File: config.mk
export PLATFORM = sky130hd
export DESIGN_NAME = mips_multicycle_ctrl
export DESIGN_NICKNAME = d
export VERILOG_FILES = /design/src/rtl/mips_multicycle_ctrl.sv
export SDC_FILE = /design/constraint.sdc
export NUM_CORES = 1
export LEC_CHECK = 0
export ABC_AREA = 1
export CAP_MARGIN = 10
export CORE_MARGIN = 2
export CORE_UTILIZATION = 45
export DETAILED_ROUTE_END_ITERATION = 8
export HOLD_SLACK_MARGIN = 0.15
export PLACE_DENSITY_LB_ADDON = 0.2
export SYNTH_ARGS = -nofsm -noshare
export SYNTH_HDL_FRONTEND = slang
export SYNTH_SLANG_ARGS = --single-unit
File: constraint.sdc
create_clock -name clk -period 3.22 [get_ports clk]
set_input_delay 0.483 -clock clk [delete_from_list [all_inputs] [get_ports clk]]
set_output_delay 0.483 -clock clk [all_outputs]
set_load 0.05 [all_outputs]
File: src/rtl/mips_multicycle_ctrl.sv
// ============================================================================
// Module      : mips_multicycle_ctrl
// Description : Moore main controller and ALU decoder for a multicycle MIPS32
//               datapath. Optional ori support is enabled by MC_CTRL_ORI_EN.
// Revision    : 1.0 - initial release
// ============================================================================
`default_nettype none

module mips_multicycle_ctrl #(
  parameter int STATE_W = 4
) (
  input  logic               clk,
  input  logic               reset,
  input  logic [5:0]         opcode,
  input  logic [5:0]         funct,
  input  logic               zeroFlag,
  output logic               pcEn,
  output logic               irWrite,
  output logic               memWrite,
  output logic               regWrite,
  output logic               iOrD,
  output logic               memToReg,
  output logic               regDst,
  output logic               aluSrcA,
  output logic [1:0]         aluSrcB,
  output logic [1:0]         pcSrc,
  output logic               immZeroExt,
  output logic [2:0]         aluControl,
  output logic               illegalOp,
  output logic [STATE_W-1:0] stateOut
);

  localparam logic [5:0] C_OP_RTYPE = 6'b000000;
  localparam logic [5:0] C_OP_J     = 6'b000010;
  localparam logic [5:0] C_OP_BEQ   = 6'b000100;
  localparam logic [5:0] C_OP_ADDI  = 6'b001000;
`ifdef MC_CTRL_ORI_EN
  localparam logic [5:0] C_OP_ORI   = 6'b001101;
`endif
  localparam logic [5:0] C_OP_LW    = 6'b100011;
  localparam logic [5:0] C_OP_SW    = 6'b101011;

  localparam logic [1:0] C_ALUOP_ADD   = 2'b00;
  localparam logic [1:0] C_ALUOP_SUB   = 2'b01;
  localparam logic [1:0] C_ALUOP_FUNCT = 2'b10;
`ifdef MC_CTRL_ORI_EN
  localparam logic [1:0] C_ALUOP_OR    = 2'b11;
`endif

  typedef enum logic [STATE_W-1:0] {
    FETCH  = 0,
    DECODE = 1,
    MEMADR = 2,
    MEMRD  = 3,
    MEMWB  = 4,
    MEMWR  = 5,
    EXEC   = 6,
    ALUWB  = 7,
    BRANCH = 8,
    ADDIEX = 9,
    ADDIWB = 10,
    JUMP   = 11,
    ORIEX  = 12
  } state_t;

  typedef struct packed {
    logic       pcWrite;
    logic       branch;
    logic       irWrite;
    logic       memWrite;
    logic       regWrite;
    logic       iOrD;
    logic       memToReg;
    logic       regDst;
    logic       aluSrcA;
    logic [1:0] aluSrcB;
    logic [1:0] pcSrc;
    logic [1:0] aluOp;
  } ctl_t;

  state_t state_q;
  state_t state_d;
  ctl_t   ctl_q;
  logic   w_op_unsupported;

  // Control word for the state being entered; registered so outputs are glitch-free.
  function automatic ctl_t ctl_of(input state_t s);
    ctl_t c;
    c = '0;
    case (s)
      FETCH: begin
        c.irWrite = 1'b1;
        c.pcWrite = 1'b1;
        c.aluSrcB = 2'b01;
        c.aluOp   = C_ALUOP_ADD;
      end
      DECODE: begin
        c.aluSrcB = 2'b11;
        c.aluOp   = C_ALUOP_ADD;
      end
      MEMADR, ADDIEX: begin
        c.aluSrcA = 1'b1;
        c.aluSrcB = 2'b10;
        c.aluOp   = C_ALUOP_ADD;
      end
      MEMRD: c.iOrD = 1'b1;
      MEMWB: begin
        c.memToReg = 1'b1;
        c.regWrite = 1'b1;
      end
      MEMWR: begin
        c.iOrD     = 1'b1;
        c.memWrite = 1'b1;
      end
      EXEC: begin
        c.aluSrcA = 1'b1;
        c.aluSrcB = 2'b00;
        c.aluOp   = C_ALUOP_FUNCT;
      end
      ALUWB: begin
        c.regDst   = 1'b1;
        c.regWrite = 1'b1;
      end
      ADDIWB: c.regWrite = 1'b1;
      BRANCH: begin
        c.aluSrcA = 1'b1;
        c.aluOp   = C_ALUOP_SUB;
        c.pcSrc   = 2'b01;
        c.branch  = 1'b1;
      end
      JUMP: begin
        c.pcSrc   = 2'b10;
        c.pcWrite = 1'b1;
      end
`ifdef MC_CTRL_ORI_EN
      ORIEX: begin
        c.aluSrcA = 1'b1;
        c.aluSrcB = 2'b10;
        c.aluOp   = C_ALUOP_OR;
      end
`endif
      default: c = '0;
    endcase
    return c;
  endfunction

  always_comb begin
    state_d          = FETCH;
    w_op_unsupported = 1'b0;
    case (state_q)
      FETCH:  state_d = DECODE;
      DECODE: begin
        case (opcode)
          C_OP_LW, C_OP_SW: state_d = MEMADR;
          C_OP_RTYPE:       state_d = EXEC;
          C_OP_BEQ:         state_d = BRANCH;
          C_OP_ADDI:        state_d = ADDIEX;
          C_OP_J:           state_d = JUMP;
`ifdef MC_CTRL_ORI_EN
          C_OP_ORI:         state_d = ORIEX;
`endif
          default:          w_op_unsupported = 1'b1;
        endcase
      end
      MEMADR: state_d = (opcode == C_OP_LW) ? MEMRD : MEMWR;
      MEMRD:  state_d = MEMWB;
      EXEC:   state_d = ALUWB;
      ADDIEX: state_d = ADDIWB;
`ifdef MC_CTRL_ORI_EN
      ORIEX:  state_d = ADDIWB;
`endif
      default: state_d = FETCH;
    endcase
  end

`ifdef MC_CTRL_ORI_EN
  logic immZeroExt_q;
`endif

  always_ff @(posedge clk or posedge reset) begin
    if (reset) begin
      state_q <= FETCH;
      ctl_q   <= ctl_of(FETCH);
`ifdef MC_CTRL_ORI_EN
      immZeroExt_q <= 1'b0;
`endif
    end else begin
      state_q <= state_d;
      ctl_q   <= ctl_of(state_d);
`ifdef MC_CTRL_ORI_EN
      immZeroExt_q <= (state_d == ORIEX);
`endif
    end
  end

`ifdef MC_CTRL_ORI_EN
  assign immZeroExt = immZeroExt_q;
`else
  assign immZeroExt = 1'b0;
`endif

  // Write enables are gated by reset so nothing commits while it is held.
  assign pcEn      = ~reset & (ctl_q.pcWrite | (ctl_q.branch & zeroFlag));
  assign irWrite   = ~reset & ctl_q.irWrite;
  assign memWrite  = ~reset & ctl_q.memWrite;
  assign regWrite  = ~reset & ctl_q.regWrite;
  assign illegalOp = ~reset & w_op_unsupported;
  assign iOrD      = ctl_q.iOrD;
  assign memToReg  = ctl_q.memToReg;
  assign regDst    = ctl_q.regDst;
  assign aluSrcA   = ctl_q.aluSrcA;
  assign aluSrcB   = ctl_q.aluSrcB;
  assign pcSrc     = ctl_q.pcSrc;
  assign stateOut  = state_q;

  always_comb begin
    aluControl = 3'b010;
    case (ctl_q.aluOp)
      2'b00: aluControl = 3'b010;
      2'b01: aluControl = 3'b110;
      2'b11: aluControl = 3'b001;
      default: begin
        case (funct)
          6'b100000: aluControl = 3'b010;
          6'b100010: aluControl = 3'b110;
          6'b100100: aluControl = 3'b000;
          6'b100101: aluControl = 3'b001;
          6'b101010: aluControl = 3'b111;
          default:   aluControl = 3'b010;
        endcase
      end
    endcase
  end

endmodule

`default_nettype wire

==> reports/qor.yml, run 1 <==
floorplanning:
  fp-row-count: 17
  die_w_um: 52.7
  fp.dieH_um: 52.7
  io_pins: 36
  initial_core_util: 0.478
  core_um2: 2230
  die_area_um2: 2780
synthesis:
  synth_fp_nets: 157
  synth_area_leaders: "dfrtp_1 35%, inv_1 8.4%, nor2_1 8.1%, dfstp_2 7.4%, nand2_1 6.3%"
  synth_area_per_cell_um2: 7.52
  synth_cell_type_count: 25
  ys.flop_type: "dfrtp_1"
  synth_most_common_cell: "inv_1"
  post-synth-top-area-cell: "dfrtp_1"
  synth_commonest_cells: "24 x inv_1, 23 x nor2_1, 18 x nand2_1"
  synthArstFlopShare: 1.00
  yosysTopAreaCellShare: 0.351
  syn_area_um2: 1070
  synth-seq-cells: 18
  synth-edff-count: 0
  ys_warn_count: 0
  syn_inst: 142
  ys_seq_area_frac: 0.425
sta:
  final-max-slew-violation-count: 0
  rsz0062_at_grt: "no"
  post-route-min-period_ns: 2.92
  fin_worst_skew_ns: 0.00433
  fmax_mhz: 342
  finalSetupTns_ns: 0
  tightest_slew_ns: 0.643
  hold_violations: 0
  setup_viol: 0
  period_share: 0.907
  relSlewSlack: 0.571
  holdWs_ns: 0.651
power:
  p_per_area_nw_per_um2: 638
  irDropWorstVdd_mv: 0.390
  pwr-share-seq: 0.336
  p_leak_nw: 0.740
  p_int_uw: 500
  p_total_uw: 919
  combPwrFrac: 0.513
  switchingPower_uw: 419
  sw_frac_of_total: 0.456
  p_clk_frac: 0.151
critical_path:
  max_stage_delay_ns: 0.82
  startpoint_type: "input port"
  r2r_slack_ns: 1.76
  cp.required_ns: 2.74
  cp-end-kind: "output pin"
  worstSetupPathType: "input port to output pin"
  cp_max_fo: 3
  slowest_stage: "clkdlybuf4s50_1"
  cp.arrival_ns: 2.44
  critical_path.top_delay_family: "buffers and inverters"
  crit_chain: "clkdlybuf4s50_1 -> inv_1 -> or2_2 -> inv_1 -> nand4_1 -> a31oi_1 -> clkdlybuf4s50_1"
  critPathBufInv: 4
placement:
  port_buffers: 34
  hpwl_mm: 1.81
  routabilityCongestion: 0.798
  place_inst: 199
  placed_cell_area_um2: 1400
routing:
  drt-total-wl_mm: 2.25
  vias_per_cell: 4.90
  vias: 995
  drt_pre_antenna_iters: 4
  final_antenna_net_count: 0
  wl_per_cell_um: 11.1
  first_iter_violations: 13
  detail_route.drc_violations: 0
finish:
  drive_gt1_frac: 0.217
  stdcell_area_um2: 1440
  final_cells: 203
  diodes: 0
  final_nets: 191
  syn_to_final_growth_pct: 34.8
status:
  status: "finished, final reports clean"
cts:
  clk-insertion-delay-late_ns: 0.29
  clk_pin_slew_worst_paths_ns: 0.10
  cts_root_buf: "clkbuf_4"
  post-cts-setup-buffers: 0
  post_cts_resized: 0
  clock_tree.buffer_depth: 2
  cts_tree: "built"
  cts_hold_buf: 0
  htree_levels: 1
  cts_made_buffers: 3
  cts_sinks: 18
grt:
  antenna_found_initial: 0
  grt_max_degree: 19
  track_usage: 0.186
  overflow: 0
  grt_pass1_vias: 941
  grt_first_pass_wirelength_mm: 3.80
worst_hold_path:
  hold_path.class: "flop to flop"
run:
  drv_cap: 0
-- kinds of logic after synthesis --
family | Yosys count | share of synthesized area
AOI/OAI and AO/OA | 9 | 0.0503
other | 1 | 0.00351
DFF | 18 | 0.425
and+or+nand+nor | 78 | 0.377
buffers and inverters | 36 | 0.144
-- routing by layer --
| metal | vias to the layer above | part of all wire | track usage |
|---|---|---|---|
| met5 | - | 0 | 0 |
| li1 | 495 | - | - |
| met1 | 454 | 0.42 | 0.213 |
| met3 | 6 | 0.082 | 0.0400 |
| met4 | 0 | 0.018 | 0.0641 |
| met2 | 40 | 0.48 | 0.338 |
-- worst min-delay path: stages, from the launching register on --
cell	delay [ns]
dfrtp_1	0.44
inv_2	0.10
nor3_1	0.07
-- through the flow --
| step | utilization | setup WS [ns] |
|---|---|---|
| CTS | 0.645 | 0.310 |
| global route | 0.645 | 0.221 |
| finish | 0.645 | 0.299 |
| global placement | 0.629 | 0.370 |
| detailed placement | 0.629 | 0.313 |
| floorplan | - | 0.148 |
-- final cells by class --
class                           count  area, um2
Sequential cell                    18        454
Tap cell                           28       35.0
Clock buffer                        4       36.3
Inverter                           31        116
Multi-Input combinational cell     88        460
Timing Repair Buffer               34        338
Fill cell                         209        793
-- cells in the final DEF, fill, tap and decap left out --
master           synthesis  layout
dfrtp_1                 15      15
a21oi_1                  3       3
buf_4                    5       1
inv_2                    6       6
clkdlybuf4s50_1          0      33
clkinv_1                 1       1
clkbuf_4                 0       3
nor3_1                   2       2
nand4_1                  3       3
nand2_1                 18      18
o21ai_2                  1       1
o21ai_1                  1       1
nor2_1                  23      23
nor4_1                   1       1
a21oi_2                  1       1
nand3_2                  3       3
a31oi_1                  1       1
nor2_4                   1       1
nor2_2                   7       7
o21ai_0                  2       2
nand2_4                  3       3
nand3_1                  9       9
clkbuf_8                 0       1
inv_1                   24      24
nand2_2                  6       6
or2_2                    2       2
conb_1                   1       1
dfstp_2                  3       3
-- power by group through the flow --
stage	logic, mW	registers, mW	clock network [mW]
after global placement	0.464	0.312	0
after global routing	0.510	0.314	0.152
after floorplan	0.296	0.367	0
after CTS	0.473	0.310	0.143
final	0.471	0.309	0.139
after detailed placement	0.472	0.314	0
-- path summary, 6_finish.rpt --
path | cells past startpoint | from | end
hold / removal | 2 | stateOut[0]$_DFF_PP0_ | memToReg$_DFF_PP0_
setup / recovery | 7 | funct[5] | aluControl[0]
max in group asynchronous | 2 | reset | stateOut[3]$_DFF_PP0_
hold reg to reg | 2 | stateOut[0]$_DFF_PP0_ | memToReg$_DFF_PP0_
min in group asynchronous | 2 | reset | aluSrcA$_DFF_PP0_
setup reg to reg | 8 | stateOut[1]$_DFF_PP0_ | aluSrcB[1]$_DFF_PP0_
-- flip-flops by register name, summed over array words and instances, names as in the netlist --
register,count
aluSrcB,2
stateOut,4
ctl_q,6
memToReg,1
aluSrcA,1
regDst,1
pcSrc,2
iOrD,1
Power figures use the tool's default switching activity.
==> inputs of run 2 (changes only) <==
Settings changed: ABC_CLOCK_PERIOD_IN_PS set to 3220.
==> results of run 2 <==
No change in the layout: final DEF, timing and power equal those of run 1.
